## src/rtl/if_pc_redirect_ctrl.sv

```systemverilog
// Fetch-stage PC sequencer: next-PC selection, IF/ID latch and mispredict recovery.
// Define IF_REDIRECT_CNT_EN to add saturating redirect/stall counters.
module if_pc_redirect_ctrl #(
   parameter logic [31:0] RESET_PC = 32'h0000_0000
) (
   input  logic        clk,
   input  logic        rst_n,
   input  logic [31:0] imem_instr,
   input  logic        br_prediction,
   input  logic        branch_hazard_stall,
   input  logic        load_use_stall,
   input  logic        flush,
   output logic [31:0] pc_out,
   output logic [31:0] IFID_instr,
   output logic [31:0] IFID_pc_plus4,
   output logic        IFID_valid,
   output logic        IFID_pred_taken
`ifdef IF_REDIRECT_CNT_EN
   ,
   output logic [31:0] redirect_count,
   output logic [31:0] stall_count
`endif
);

   typedef enum logic [1:0] {
      RUN,
      HOLD,
      RECOVER
   } state_t;

   state_t      state;
   logic [31:0] rec_pc;
   logic        rec_valid;

   logic        is_branch;
   logic        stall;
   logic        flush_acc;
   logic        pred_taken;
   logic [31:0] pc_plus4;
   logic [31:0] target;

   assign is_branch  = (imem_instr[31:26] == 6'b000100);
   assign stall      = branch_hazard_stall | load_use_stall;
   // A flush only counts when a branch is actually waiting in ID.
   assign flush_acc  = flush & rec_valid;
   assign pred_taken = is_branch & br_prediction & ~stall;
   assign pc_plus4   = pc_out + 32'd4;
   assign target     = pc_plus4 + {{14{imem_instr[15]}}, imem_instr[15:0], 2'b00};

   always_ff @(posedge clk) begin
      if (!rst_n) begin
         state           <= RUN;
         pc_out          <= RESET_PC;
         IFID_instr      <= 32'd0;
         IFID_pc_plus4   <= 32'd0;
         IFID_valid      <= 1'b0;
         IFID_pred_taken <= 1'b0;
         rec_pc          <= 32'd0;
         rec_valid       <= 1'b0;
      end else if (flush_acc) begin
         state           <= RECOVER;
         pc_out          <= rec_pc;
         IFID_instr      <= 32'd0;
         IFID_valid      <= 1'b0;
         IFID_pred_taken <= 1'b0;
         rec_valid       <= 1'b0;
      end else begin
         case (state)
            RUN, HOLD, RECOVER: state <= stall ? HOLD : RUN;
            default:            state <= RUN;
         endcase
         if (!stall) begin
            pc_out          <= pred_taken ? target : pc_plus4;
            IFID_instr      <= imem_instr;
            IFID_pc_plus4   <= pc_plus4;
            IFID_valid      <= 1'b1;
            IFID_pred_taken <= pred_taken;
            rec_valid       <= is_branch;
            // Recovery address is the path the prediction did not take.
            if (is_branch)
               rec_pc <= pred_taken ? pc_plus4 : target;
         end
      end
   end

`ifdef IF_REDIRECT_CNT_EN
   always_ff @(posedge clk) begin
      if (!rst_n) begin
         redirect_count <= 32'd0;
         stall_count    <= 32'd0;
      end else begin
         if (flush_acc && redirect_count != 32'hFFFF_FFFF)
            redirect_count <= redirect_count + 32'd1;
         if (stall && !flush_acc && stall_count != 32'hFFFF_FFFF)
            stall_count <= stall_count + 32'd1;
      end
   end
`endif

endmodule
```

## config.mk

```make
export PLATFORM = sky130hd
export DESIGN_NAME = if_pc_redirect_ctrl
export DESIGN_NICKNAME = d
export VERILOG_FILES = /design/src/rtl/if_pc_redirect_ctrl.sv
export SDC_FILE = /design/constraint.sdc
export NUM_CORES = 1
export LEC_CHECK = 0
export ABC_AREA = 0
export BUFFER_PORTS_ARGS = -buffer_cell sky130_fd_sc_hd__buf_4
export CAP_MARGIN = 20
export CORE_MARGIN = 2
export CORE_UTILIZATION = 35
export DETAILED_ROUTE_END_ITERATION = 8
export GPL_ROUTABILITY_DRIVEN = 0
export SKIP_CTS_REPAIR_TIMING = 1
export SLEW_MARGIN = 5
export SYNTH_ARGS = -nofsm -noshare
export SYNTH_HDL_FRONTEND = slang
export SYNTH_SLANG_ARGS = --single-unit
```

## constraint.sdc

```tcl
create_clock -name clk -period 4.6 [get_ports clk]
set_clock_uncertainty 0.15 [all_clocks]
set_input_delay 0 -clock clk [delete_from_list [all_inputs] [get_ports clk]]
set_output_delay 0 -clock clk [all_outputs]
set_load 0.005 [all_outputs]
```

==> impl_metrics.env, run 1 <==
export IMPL_outcome="finished, final reports clean"
export IMPL_p_per_area_mw_per_mm2=309
export IMPL_antenna_found_initial=0
export IMPL_port_buffers=135
export IMPL_start_kind="flip-flop"
export IMPL_synth_nets=1040
export IMPL_synthFlopType="dfxtp_1"
export IMPL_synthCells=965
export IMPL_syn2layout_area_growth_pct=30.5
export IMPL_crit_type="flip-flop to flip-flop"
export IMPL_root_buffer="clkbuf_16"
export IMPL_syn_area_mm2=0.00762
export IMPL_timing_critical_path_cells="and4_1 -> nand2_1 -> nor2_1 -> nand2_1 -> xor2_1 -> inv_1 -> ha_1 -> a21oi_1 -> o21ai_0 -> a31oi_1 -> o21ai_0 -> a21oi_1 -> buf_4 -> xor2_1 -> o211ai_1 -> o211a_1"
export IMPL_r2r_cells=16
export IMPL_hp_class="primary input to flip-flop"
export IMPL_drt_total_wl_um=25700
export IMPL_r2r_slack_ns=0.25
export IMPL_path_max_fanout=7
export IMPL_yosys_warnings=0
export IMPL_max_stage_delay_ns=0.44
export IMPL_via_per_inst=5.44
export IMPL_register_area_mm2=0.00262
export IMPL_dp_hpwl_um=17800
export IMPL_fmax_mhz=230
export IMPL_cap_viol_max_count=0
export IMPL_synth_seq_area_share=0.344
export IMPL_post_route_min_period_ns=4.35
export IMPL_setup_worst_path_start="pc_out[4]"
export IMPL_required_ns=4.77
export IMPL_synth_top_area_frac=0.344
export IMPL_dr_pass1_iters=5
export IMPL_synth_edf_count=0
export IMPL_final_core_util=0.469
export IMPL_grt_pass1_wl_um=38200
export IMPL_synth_ff_latch_count=131
export IMPL_slew_headroom=0.271
export IMPL_drive_gt1_frac=0.191
export IMPL_die_y_um=152
export IMPL_htree_num_levels=4
export IMPL_layout_nets=1195
export IMPL_core_mm2=0.0212
export IMPL_r2r_start="pc_out[4]"
export IMPL_async_reset_ff_frac=0
export IMPL_worst_pin_slew_ns=1.09
export IMPL_crit_arrival_ns=4.52
export IMPL_via_count=7658
export IMPL_grt_setup_unrepaired="false"
export IMPL_slew_viol_final=0
export IMPL_drtIter0Drc=839
export IMPL_endpoint_kind="flip-flop"
export IMPL_multi_input_area_mm2=0.00465
export IMPL_postSynthAreaPerCell_um2=7.90
export IMPL_post_synth_top_area_cell="dfxtp_1"
export IMPL_n_antenna_cell=0
export IMPL_clkTransAtPathRegs_ns=0.06
export IMPL_reg2reg_to="rec_pc[23]"
export IMPL_grtUsageTotal=0.216
export IMPL_die_w_um=152
export IMPL_vdd_ir_drop_max_uv=222
export IMPL_pin_count=136
export IMPL_cts_tree="built"
export IMPL_nFillCells=2075
export IMPL_clock_sinks=131
export IMPL_critPathSlowestCell="dfxtp_1"
export IMPL_cts_path_max_buffers=2
export IMPL_tns_ns=0
export IMPL_start_util=0.359
export IMPL_setup_viol=0
export IMPL_power_total_mw=3.07
export IMPL_endpoint="rec_pc[23]"
export IMPL_drtAntennaViolNets=0
export IMPL_drc=0
export IMPL_synthTopCellsByArea="dfxtp_1 34%, nand2_1 9.1%, a21oi_1 6.4%, ha_1 5.9%, o211a_1 5.0%"
export IMPL_grt_max_degree=59
export IMPL_leakage_nw=4.74
export IMPL_worstSkewPairLatency_ns=0.43
export IMPL_num_rows=53
export IMPL_wl_per_cell_um=18.2
export IMPL_die_area_mm2=0.0230
export IMPL_overflow=0
export IMPL_grt_pass1_vias=6643
export IMPL_fin_crit_sh=0.945
export IMPL_ys_types=66
export IMPL_hold_violations=0
export IMPL_cts_inserted_buffers=17
[how the worst min path moves through the flow]
| stage | cells past startpoint | endpoint | startpoint |
|---|---|---|---|
| CTS | 3 | IFID_instr[24] | imem_instr[24] |
| global route | 5 | IFID_instr[2] | branch_hazard_stall |
| global placement | 3 | IFID_instr[24] | imem_instr[24] |
| finish | 5 | IFID_instr[3] | branch_hazard_stall |
| floorplan | 2 | IFID_instr[0] | imem_instr[0] |
| detailed placement | 3 | IFID_instr[24] | imem_instr[24] |
[sequential cells by signal, summed over array words and instances (netlist names)]
register	count
IFID_pc_plus4	32
IFID_instr	32
pc_out	32
rec_valid	1
IFID_valid	1
IFID_pred_taken	1
rec_pc	32
[logic make-up (layout without fill, tap and decap cells)]
group                    Yosys count  in the layout  share of synthesized area
AO/OA/AOI/OAI                    307            307                      0.272
flip-flops                       131            131                      0.344
AND/OR/NAND/NOR                  336            336                      0.200
multiplexers                       4              4                    0.00525
adder cells (fa/ha/maj)           37             37                     0.0617
XOR/XNOR                          55             55                     0.0642
buffers and inverters             95            263                     0.0525
[routing by layer]
| metal | track usage | wire, µm |
|---|---|---|
| met1 | 0.325 | 12300 |
| met2 | 0.313 | 11000 |
| met3 | 0.0401 | 1980 |
| met4 | 0.0625 | 402 |
| met5 | 0 | 0 |
[cell usage in the layout (no fill, tap or decap), types with 3 or more instances in the layout]
cell type      count
o31ai_1            4
a211oi_1           4
xnor2_1           28
o211a_1           38
and4_1             5
nor2_1            57
and3_1             7
inv_6              6
nor2b_1            6
and2_1             3
mux2i_1            4
a22o_1             8
nor3b_1            5
ha_1              36
a22oi_1            6
a21oi_1           98
buf_4            161
nand2_1          184
nand3_1           29
bufinv_16          3
a21boi_0          18
a221oi_1           4
dlygate4sd3_1     35
dfxtp_1          131
o22ai_1            3
nand4_1           10
o21bai_1           3
nand2b_1           3
nor3_1             7
clkbuf_16         17
a31oi_1            4
a221o_1            3
a21o_1            13
xor2_1            25
o211ai_1          17
o221ai_1           9
inv_1             34
o21ai_0           54
[cell usage after synthesis (all sizes together), types with 7 or more instances]
cell and count:
o211a 38, and3 7, a21boi 18, nand4 11
xor2 26, dfxtp 131, nand2 184, buf 17
nor2 61, o21ai 54, a22o 8, o211ai 17
ha 36, o221ai 9, a21o 13, nor3 7
clkbuf 43, a21oi 98, inv 34, xnor2 29
nand3 30
[through the flow]
stage / setup slack (ns) / cells / cell area [µm²] / hold slack, ns
after floorplan: 0.790 / 965 / 7620 / -0.0140
after CTS: 0.0622 / 1373 / 9570 / -0.342
after global routing: 0.00582 / 1408 / 9950 / 0.110
after detailed placement: 0.0971 / 1341 / 8940 / 0.109
after global placement: 0.263 / 1341 / 8940 / 0.0966
final: 0.255 / 1408 / 9950 / 0.0781
[where the power goes]
part / switching, mW / leakage (nW) / internal [mW]
sequential: 0.0230 / 1.07 / 1.17
clock: 0.593 / 0.307 / 0.887
combinational: 0.224 / 3.37 / 0.176
total: 0.839 / 4.74 / 2.23
[critical path, delay by kind of cell (launching register included)]
family / cells / cell delay (ns)
adders and majority gates: 1 / 0.40
and+or+nand+nor: 4 / 0.94
buffers and inverters: 2 / 0.34
DFF: 1 / 0.44
AOI/OAI and AO/OA: 7 / 1.36
xor gates and xnor gates: 2 / 0.61
[layout make-up]
type / count / share of cell area
Sequential cell: 131 / 0.264
Inverter: 34 / 0.0128
Clock inverter: 14 / 0.0191
Multi-Input combinational cell: 739 / 0.467
Clock buffer: 18 / 0.0441
Timing Repair Buffer: 197 / 0.159
Tap cell: 275 / 0.0346
Power figures use the tool's default switching activity.
==> inputs of run 2 (changes only) <==
Settings changed: RECOVER_POWER set to 25.
==> run 2 against run 1 <==
  * Flip-flop and latch count did not move
  * Largest power group unchanged
  * First-iteration DRC count rose by 18%
  * Utilization fell by 0.12 points
  * Worst setup slack got worse by 0.015 ns
  * Final area fell by 0.26%
  * Critical endpoint unchanged
==> impl_metrics.env, run 2 (synthesis results as in run 1) <==
export IMPL_dp_hpwl_um=17800
export IMPL_grtUsageMet2=0.313
export IMPL_die_w_um=152
export IMPL_cap_viol_max_count=0
export IMPL_via_per_inst=5.50
export IMPL_p_per_area_mw_per_mm2=309
export IMPL_critPathSlowestCell="dfxtp_1"
export IMPL_grt_busiest_layer="met1"
export IMPL_layout_commonest_cell="nand2_1"
export IMPL_clkTransAtPathRegs_ns=0.06
export IMPL_slew_headroom=0.272
export IMPL_wl_per_cell_um=18.2
export IMPL_grt_pass1_vias=6643
export IMPL_endpoint_kind="flip-flop"
export IMPL_die_y_um=152
export IMPL_drtIter0Drc=987
export IMPL_num_rows=53
export IMPL_setup_viol=0
export IMPL_dr_pass1_iters=5
export IMPL_post_route_min_period_ns=4.36
export IMPL_hold_depth=5
export IMPL_hold_ws_ns=0.0784
export IMPL_die_area_mm2=0.0230
export IMPL_fmax_mhz=229
export IMPL_outcome="finished, final reports clean"
export IMPL_port_buffers=135
export IMPL_slew_viol_final=0
export IMPL_tns_ns=0
export IMPL_drc=0
export IMPL_start_util=0.359
export IMPL_timing_critical_path_cells="and4_1 -> nand2_1 -> nor2_1 -> nand2_1 -> xor2_1 -> inv_1 -> ha_1 -> a21oi_1 -> o21ai_0 -> a31oi_1 -> o21ai_0 -> a21oi_1 -> buf_4 -> xor2_1 -> o211ai_1 -> o211a_1"
export IMPL_p_int_mw=2.23
export IMPL_r2r_slack_ns=0.24
export IMPL_final_core_util=0.468
export IMPL_combPwrFrac=0.129
export IMPL_setup_ws_ns=0.240
export IMPL_drt_total_wl_um=25600
export IMPL_n_antenna_cell=0
export IMPL_dp_slack_ns=0.0971
export IMPL_clkPwrFrac=0.483
export IMPL_drive_gt1_frac=0.184
export IMPL_required_ns=4.77
export IMPL_root_buffer="clkbuf_16"
export IMPL_path_max_fanout=7
export IMPL_hold_start="branch_hazard_stall"
export IMPL_netSwitchingPower_uw=840
export IMPL_grtUsageTotal=0.216
export IMPL_grt_max_degree=59
export IMPL_clock_sinks=131
export IMPL_cp_top_family="compound AO/OA/AOI/OAI gates"
export IMPL_critPathBufInv=2
export IMPL_syn2layout_area_growth_pct=30.2
export IMPL_cts_inserted_buffers=17
export IMPL_antenna_found_initial=0
export IMPL_hp_class="primary input to flip-flop"
export IMPL_grt_setup_unrepaired="false"
export IMPL_crit_type="flip-flop to flip-flop"
export IMPL_mostFrequentLayoutCells="184 x nand2_1, 131 x dfxtp_1, 104 x buf_4"
export IMPL_cts_tree="built"
export IMPL_core_mm2=0.0212
export IMPL_worstSkewPairLatency_ns=0.43
export IMPL_power_total_mw=3.07
export IMPL_r2r_cells=16
export IMPL_via_count=7737
export IMPL_switching_share=0.274
export IMPL_drtAntennaViolNets=0
export IMPL_grt_pass1_wl_um=38200
export IMPL_fin_crit_sh=0.948
export IMPL_seq_power_share=0.388
export IMPL_max_stage_delay_ns=0.44
export IMPL_met3_usage=0.0401
export IMPL_reg2reg_to="rec_pc[23]"
export IMPL_pin_count=136
export IMPL_cts_path_max_buffers=2
export IMPL_worst_pin_slew_ns=1.09
export IMPL_nFillCells=2082
export IMPL_crit_arrival_ns=4.53
export IMPL_leakage_nw=4.69
export IMPL_hold_violations=0
export IMPL_holdPathEnd="IFID_instr[1]"
export IMPL_r2r_start="pc_out[4]"
export IMPL_vdd_ir_drop_max_uv=222
export IMPL_overflow=0
export IMPL_htree_num_levels=4
export IMPL_grt_use_met1=0.325
export IMPL_start_kind="flip-flop"
export IMPL_layout_nets=1195
run 2: changes by cell type in the layout (fill, tap and decap cells not counted):
cell	delta
buf_4	-57
clkbuf_1	+7
clkbuf_4	+50
run 2: stage by stage:
stage / area, µm² / instances
after CTS: 9570 / 1373
final: 9920 / 1408
after detailed placement: 8940 / 1341
after floorplan: 7620 / 965
after global routing: 9920 / 1408
after global placement: 8940 / 1341
run 2: worst register-to-register path, cell delays in order, from the launching register on:
cell and delay, ns:
dfxtp_1 0.44, and4_1 0.30, nand2_1 0.19, nor2_1 0.34
nand2_1 0.11, xor2_1 0.29, inv_1 0.15, ha_1 0.40
a21oi_1 0.30, o21ai_0 0.16, a31oi_1 0.18, o21ai_0 0.11
a21oi_1 0.31, buf_4 0.19, xor2_1 0.33, o211ai_1 0.13
o211a_1 0.18
run 2: layer usage:
metal | vias up | share of wire
li1 | 3766 | -
met1 | 3602 | 0.48
met2 | 339 | 0.43
met3 | 30 | 0.077
met4 | 0 | 0.015
met5 | - | 0
run 2: worst max path at each step:
| stage | start | end | cells after the start | slack [ns] |
|---|---|---|---|---|
| 6_report | pc_out[4] | rec_pc[23] | 16 | 0.24 |
| 5_1_grt | pc_out[4] | rec_pc[23] | 16 | 0.006 |
| 4_1_cts | pc_out[8] | rec_pc[28] | 14 | 0.06 |
| 3_5_place_dp | pc_out[8] | pc_out[28] | 14 | 0.1 |
| 3_3_place_gp | pc_out[8] | pc_out[28] | 14 | 0.26 |
| 2_1_floorplan | pc_out[2] | rec_pc[28] | 15 | 0.79 |
run 2: layout make-up:
| cell class | instances | area (µm²) | share of cell area |
|---|---|---|---|
| Tap cell | 275 | 344 | 0.0347 |
| Inverter | 34 | 128 | 0.0129 |
| Multi-Input combinational cell | 739 | 4650 | 0.468 |
| Clock buffer | 18 | 439 | 0.0443 |
| Timing Repair Buffer | 197 | 1550 | 0.156 |
| Sequential cell | 131 | 2620 | 0.264 |
| Clock inverter | 14 | 190 | 0.0192 |
run 2: power by group through the flow:
stage	logic, mW	registers (mW)	clock network, mW
2_1_floorplan	0.206	1.22	0
3_5_place_dp	0.367	1.22	0
6_report	0.396	1.19	1.48
4_1_cts	0.370	1.19	1.50
3_3_place_gp	0.368	1.22	0
5_1_grt	0.433	1.20	1.55
